<file path="src/rtl/pipe_elastic_buf.sv">
// pipe_elastic_buf: DEPTH-entry elastic buffer between two pipeline stages.
// Define PIPE_ELASTIC_BUF_STATS_EN to build the o_stall_cnt statistic.
module pipe_elastic_buf #(
    parameter int unsigned DATA_W = 16,
    parameter int unsigned DEPTH = 2,
    localparam int unsigned CNT_W = $clog2(DEPTH + 1)
) (
    input  logic              clk,
    input  logic              rst,
    input  logic              i_flush,
    input  logic              i_valid,
    output logic              o_ready,
    input  logic [DATA_W-1:0] i_data,
    output logic              o_valid,
    input  logic              i_ready,
    output logic [DATA_W-1:0] o_data,
    output logic [CNT_W-1:0]  o_count,
    output logic [15:0]       o_stall_cnt
);

    localparam int unsigned PTR_W = (DEPTH > 1) ? $clog2(DEPTH) : 1;
    localparam logic [PTR_W-1:0] LAST = PTR_W'(DEPTH - 1);
    localparam logic [CNT_W-1:0] FULL = CNT_W'(DEPTH);

    logic [DATA_W-1:0] mem [DEPTH];
    logic [PTR_W-1:0]  wrPtr;
    logic [PTR_W-1:0]  rdPtr;
    logic [CNT_W-1:0]  count;
    logic              doPush;
    logic              doPop;

    // Pointer advance wraps explicitly so non power-of-two depths work.
    function automatic logic [PTR_W-1:0] nextPtr(input logic [PTR_W-1:0] p);
        return (p == LAST) ? '0 : p + PTR_W'(1);
    endfunction

    // Handshake flags come only from registered occupancy.
    assign o_ready = (count < FULL);
    assign o_valid = (count != '0);
    assign o_data  = mem[rdPtr];
    assign o_count = count;
    assign doPush  = i_valid && o_ready;
    assign doPop   = o_valid && i_ready;

    // Storage: cleared by reset, left untouched by flush.
    always_ff @(posedge clk or negedge rst) begin
        if (!rst) begin
            for (int i = 0; i < int'(DEPTH); i++) begin
                mem[i] <= '0;
            end
        end else if (doPush && !i_flush) begin
            mem[wrPtr] <= i_data;
        end
    end

    // Pointers and occupancy; flush rewinds and drops this cycle's transfer.
    always_ff @(posedge clk or negedge rst) begin
        if (!rst) begin
            wrPtr <= '0;
            rdPtr <= '0;
            count <= '0;
        end else if (i_flush) begin
            wrPtr <= '0;
            rdPtr <= '0;
            count <= '0;
        end else begin
            if (doPush) begin
                wrPtr <= nextPtr(wrPtr);
            end
            if (doPop) begin
                rdPtr <= nextPtr(rdPtr);
            end
            unique case ({doPush, doPop})
                2'b10:   count <= count + CNT_W'(1);
                2'b01:   count <= count - CNT_W'(1);
                default: count <= count;
            endcase
        end
    end

`ifdef PIPE_ELASTIC_BUF_STATS_EN
    logic [15:0] stallCnt;

    // Saturating count of cycles the head packet is held by downstream.
    always_ff @(posedge clk or negedge rst) begin
        if (!rst) begin
            stallCnt <= '0;
        end else if (o_valid && !i_ready && stallCnt != 16'hFFFF) begin
            stallCnt <= stallCnt + 16'd1;
        end
    end

    assign o_stall_cnt = stallCnt;
`else
    assign o_stall_cnt = 16'h0000;
`endif

endmodule

</file>
<file path="config.mk">
export PLATFORM = sky130hd
export DESIGN_NAME = pipe_elastic_buf
export DESIGN_NICKNAME = d
export VERILOG_FILES = /design/src/rtl/pipe_elastic_buf.sv
export SDC_FILE = /design/constraint.sdc
export NUM_CORES = 1
export LEC_CHECK = 0
export ABC_CLOCK_PERIOD_IN_PS = 3600
export BUFFER_PORTS_ARGS = -buffer_cell sky130_fd_sc_hd__buf_2
export CORE_UTILIZATION = 45
export CTS_BUF_LIST = sky130_fd_sc_hd__clkbuf_2 sky130_fd_sc_hd__clkbuf_4 sky130_fd_sc_hd__clkbuf_8
export DETAILED_ROUTE_END_ITERATION = 8
export PLACE_DENSITY_LB_ADDON = 0.25
export SLEW_MARGIN = 20
export SYNTH_ARGS = -nofsm -noshare
export SYNTH_HDL_FRONTEND = slang
export SYNTH_SLANG_ARGS = --single-unit
</file>
<file path="constraint.sdc">
create_clock -name clk -period 3.6 [get_ports clk]
set_input_delay 0.18 -clock clk [delete_from_list [all_inputs] [get_ports clk]]
set_output_delay 0.18 -clock clk [all_outputs]
set_load 0.01 [all_outputs]
</file>
; After elaboration in Yosys (flattened, before gate mapping)
; Index checks and enable logic that the tools add are counted.
[classes]
n_div = 0
magnitude_cmp = 4
n_mux = 14
n_mul = 0
n_bitwise = 2
reduce_logical = 9
shifts = 0
add_sub_neg = 4
eq_ne = 2
[ops]
columns = op, count
row1 = $mux W16, 4
row2 = $bwmux W32, 1
row3 = $demux W16 S1, 1
row4 = $mux W1, 6
row5 = $reduce_bool A2 Y1, 3
row6 = $ge A2 B2 Y1 const B, 2
row7 = $logic_and A1 B1 Y1, 4
row8 = $not A1 Y2, 2
row9 = $pmux W2 S2, 1
row10 = $reduce_bool A3 Y1, 1
row11 = $add A1 B1 Y1 const B, 2
row12 = $add A2 B1 Y2 const B, 1
row13 = $eq A2 B1 Y1 const B, 1
row14 = $eq A2 B2 Y1 const B, 1
row15 = $lt A2 B1 Y1 const B, 1
row16 = $lt A2 B2 Y1 const B, 1
row17 = $mux W2, 1
row18 = $sub A2 B1 Y2 const B, 1
row19 = $logic_not A1 Y1, 1
[totals]
ramBits = 0
reg_bits = 36
rom_bits = 0
latch_bits = 0
mem_count = 0
elab_cells = 40
input_bits = 21

; Longest topological paths before layout
[logic_depth]
word_depth = 6
mapped_depth = 4
ltp_nobuf = 3

; Worst setup path before layout
; Ideal clock, no wire load.
[synth_path]
kind = register to register
startpoint = register count[1], in the netlist o_count[1]
endpoint = register mem[0] (netlist name)
path_stages_with_launch = 5
arrival_time_ns = 1.450
path_buffers = 1
path_slack_ns = 2.025
path_cell_list = dfrtp_1 nand2b_4 nor3b_4 buf_8 mux2_2
[synth_between]
elab_chain_len = 3
[synth_lines]
columns = element, line_no
row1 = from (decl), 28  ; logic [CNT_W-1:0] count;
row2 = from (signal assigned), 74  ; 2'b10: count <= count + CNT_W'(1);
row3 = from (signal assigned), 75  ; 2'b01: count <= count - CNT_W'(1);
row4 = from (signal assigned), 76  ; default: count <= count;
row5 = $lt A2 B2 Y1, 38  ; assign o_ready = (count < FULL);
row6 = $logic_and A1 B1 Y1, 42  ; assign doPush = i_valid && o_ready;
row7 = $logic_and A1 B1 Y1, 51  ; end else if (doPush && !i_flush) begin
row8 = "to (signal, indexed assignment)", 52  ; mem[wrPtr] <= i_data;
row9 = to (decl), 25  ; logic [DATA_W-1:0] mem [DEPTH];
; No other way between the ends.
; A chain may end at the register's enable or synchronous reset.

; Worst setup path in the final report
[layout_path]
startpoint = register count[1], in the netlist o_count[1]
endpoint = register mem[1] (netlist name)
; The elaborated chain is that of the path after synthesis.

==> qor.tcl <==
set qor(p_leak_nw) 0.9309
set qor(max_freq_mhz) 533.6
set qor(dp_slack_ns) 1.712
set qor(async_reset_ff_frac) 1.000
set qor(crit_path_end) {mem[1]}
set qor(floorplan.die_area_um2) 4132
set qor(syn_area_per_cell_um2) 14.08
set qor(grt_max_degree) 37
set qor(cts-htree-levels) 2
set qor(effective_utilization_at_floorplan) 0.4732
set qor(post_cts_resize_count) 0
set qor(crit_arrival_ns) 2.03
set qor(drtIter0Drc) 12
set qor(areaGrowthSynthToFinish_pct) 15.05
set qor(synthesis.instances) 124
set qor(layout_commonest_cell) {sky130_fd_sc_hd__mux2_2}
set qor(numClockSinks) 36
set qor(grt_pass1_vias) 1074
set qor(drc) 0
set qor(synth_top_area_cell) {sky130_fd_sc_hd__dfrtp_1}
set qor(report.final.hold_viol_count) 0
set qor(wl_per_cell_um) 13.18
set qor(clkSlewWorstSetupHoldPaths_ns) 0.07
set qor(globalRouteOverflowTotal) 0
set qor(placement.io_buffers) 40
set qor(power_per_cell_area_nw_per_um2) 570.6
set qor(report.final.slew_viol_count) 0
set qor(finalCoreUtilization) 0.5444
set qor(number_of_maximum_capacitance_constraint_violations) 0
set qor(layout-drive-gt1-share) 0.6048
set qor(post-layout-total-power_mw) 1.146
set qor(critPathKind) {flop to flop}
set qor(r2r_setup_slack_ns) 1.73
set qor(drt_pass1_iterations) 4
set qor(gp_routability_congestion) 0.8373
set qor(mappedNetlistArea_um2) 1745
set qor(io-pin-count) 57
set qor(crit_required_ns) 3.76
set qor(ir_worst_vdd_v) 0.0002330
set qor(drt-total-wl_mm) 2.833
set qor(synthTopCellsByArea) {sky130_fd_sc_hd__dfrtp_1 52%, sky130_fd_sc_hd__mux2_2 32%, sky130_fd_sc_hd__buf_4 6.9%}
set qor(grt_pass1_wl_mm) 4.802
set qor(ctsLongestPathBuffers) 2
set qor(hp-class) {primary input to flop}
set qor(grt_usage) 0.1573
set qor(outcome) {complete, no violations}
set qor(worst-r2r-cell-count) 3
set qor(vias) 1039
set qor(dieHeight_um) 64.28
set qor(hold_buffers) 1
set qor(layout_worst_path_cycle_share) 0.5206
set qor(synth.yosys.seq_area_share) 0.5161
set qor(finalSetupViolations) 0
set qor(startpoint) {o_count[1]}
set qor(worstReg2RegEnd) {mem[1]}
set qor(dominantRegCellSynth) {sky130_fd_sc_hd__dfrtp_1}
set qor(cts_setup_buffers) 0
set qor(post-route-worst-setup-slack_ns) 1.726
set qor(route.antenna.remaining_nets) 0
set qor(cts_inserted_buffers) 5
set qor(cts_root_buffer) {sky130_fd_sc_hd__clkbuf_8}
set qor(place_hpwl_mm) 1.961
set qor(timing.max_slew.rel_slack) 0.4476
set qor(dpl_cell_area_um2) 1901
set qor(setup.worst_path.start_class) {flop}
set qor(critical_path.endpoint_type) {flop}
set qor(rsz_0062_raised_after_global_routing) {no}
set qor(final_net_count) 187
set qor(ys_types) 20
set qor(cts_tree) {built}
set qor(ys_seq_elements) 36
set qor(count_of_flip_flops_with_a_built_in_enable_after_synthesis) 0
set qor(final.setup_skew_ns) 0.007001
set qor(finalInstanceArea_um2) 2008
set qor(floorplan.core_area_um2) 3689
set qor(post_drt_via_cell_ratio) 4.833
set qor(place.detailed.instances) 206
set qor(timing.hold.ws_ns) 0.1432
set qor(number_of_antenna_violations_at_the_first_check_in_global_routing) 0
set qor(fin_setup_tns_ns) 0
set qor(fin_cells) 215
set qor(timing_worst_slew_pin_value_ns) 0.8259
set qor(layout.cells.most_common_list) {49 x sky130_fd_sc_hd__mux2_2, 40 x sky130_fd_sc_hd__buf_2, 36 x sky130_fd_sc_hd__dfrtp_1}
set qor(insertedDiodeCount) 0
set qor(rows) 22
set qor(insertion_delay_ns) 0.28
set qor(synth_top_cell_area_share) 0.5161
set qor(reg2reg_from) {o_count[1]}
set qor(die_w_um) 64.28
set qor(critical_path_peak_fanout) 16
set qor(period_needed_ns) 1.874
set qor(yosys_warnings) 0
[critical path: stages (launching register included)]
cell                       delay (ns)
sky130_fd_sc_hd__dfrtp_1         0.44
sky130_fd_sc_hd__nand2b_4        0.20
sky130_fd_sc_hd__nor3b_4         0.69
sky130_fd_sc_hd__mux2_2          0.42
[power breakdown]
| part | total (mW) | switching [mW] | leakage [nW] | internal [mW] |
|---|---|---|---|---|
| clock | 0.298 | 0.127 | 0.0523 | 0.171 |
| combinational | 0.285 | 0.116 | 0.445 | 0.169 |
| sequential | 0.564 | 0.0547 | 0.433 | 0.509 |
[flip-flops by register name, summed over array words and instances (netlist names)]
signal	count
wrPtr	1
mem	32
o_count	2
rdPtr	1
[logic make-up (layout without fill, tap and decap cells)]
logic type      after synthesis  count (layout)  share of synthesized area
xor+xnor                      2               2                    0.01004
mux                          49              49                     0.3161
compound gates                4               4                    0.01147
buf+inv                      22              50                    0.09462
flops                        36              36                     0.5161
simple gates                 10              10                    0.04947
other cells                   1              16                   0.002148
[synthesized netlist by cell type, types with 2 or more instances]
cell / count
sky130_fd_sc_hd__a21oi_1: 2
sky130_fd_sc_hd__buf_2: 2
sky130_fd_sc_hd__buf_4: 16
sky130_fd_sc_hd__dfrtp_1: 36
sky130_fd_sc_hd__mux2_2: 49
sky130_fd_sc_hd__nor2_1: 2
sky130_fd_sc_hd__nor2b_1: 2
sky130_fd_sc_hd__o21ai_0: 2
sky130_fd_sc_hd__xor2_1: 2
[cell type report]
cell class                      count  area (um2)
Clock buffer                        8       97.59
Fill cell                         332        1680
Inverter                            1       3.754
Multi-Input combinational cell     81       735.7
Sequential cell                    36       900.9
Tap cell                           48       60.06
Timing Repair Buffer               41       210.2
[layer usage]
metal | part of all wire | GRT usage | wire (um)
met1 | 0.43 | 0.1878 | 1232
met2 | 0.50 | 0.2592 | 1405
met3 | 0.061 | 0.06250 | 174
met4 | 0.0074 | 0.04722 | 21
met5 | 0 | 0 | 0
[how the worst min path moves through the flow]
stage,startpoint,endpoint,slack [ns],cells after the start
finish,i_data[2],mem[18],0.14,2
global route,i_data[2],mem[18],0.13,2
CTS,i_data[2],mem[18],0.13,2
detailed placement,rst,mem[1],0.31,1
global placement,rst,mem[31],0.29,1
floorplan,rst,mem[0],-0.12,0
(Power assumes the default switching activity.)
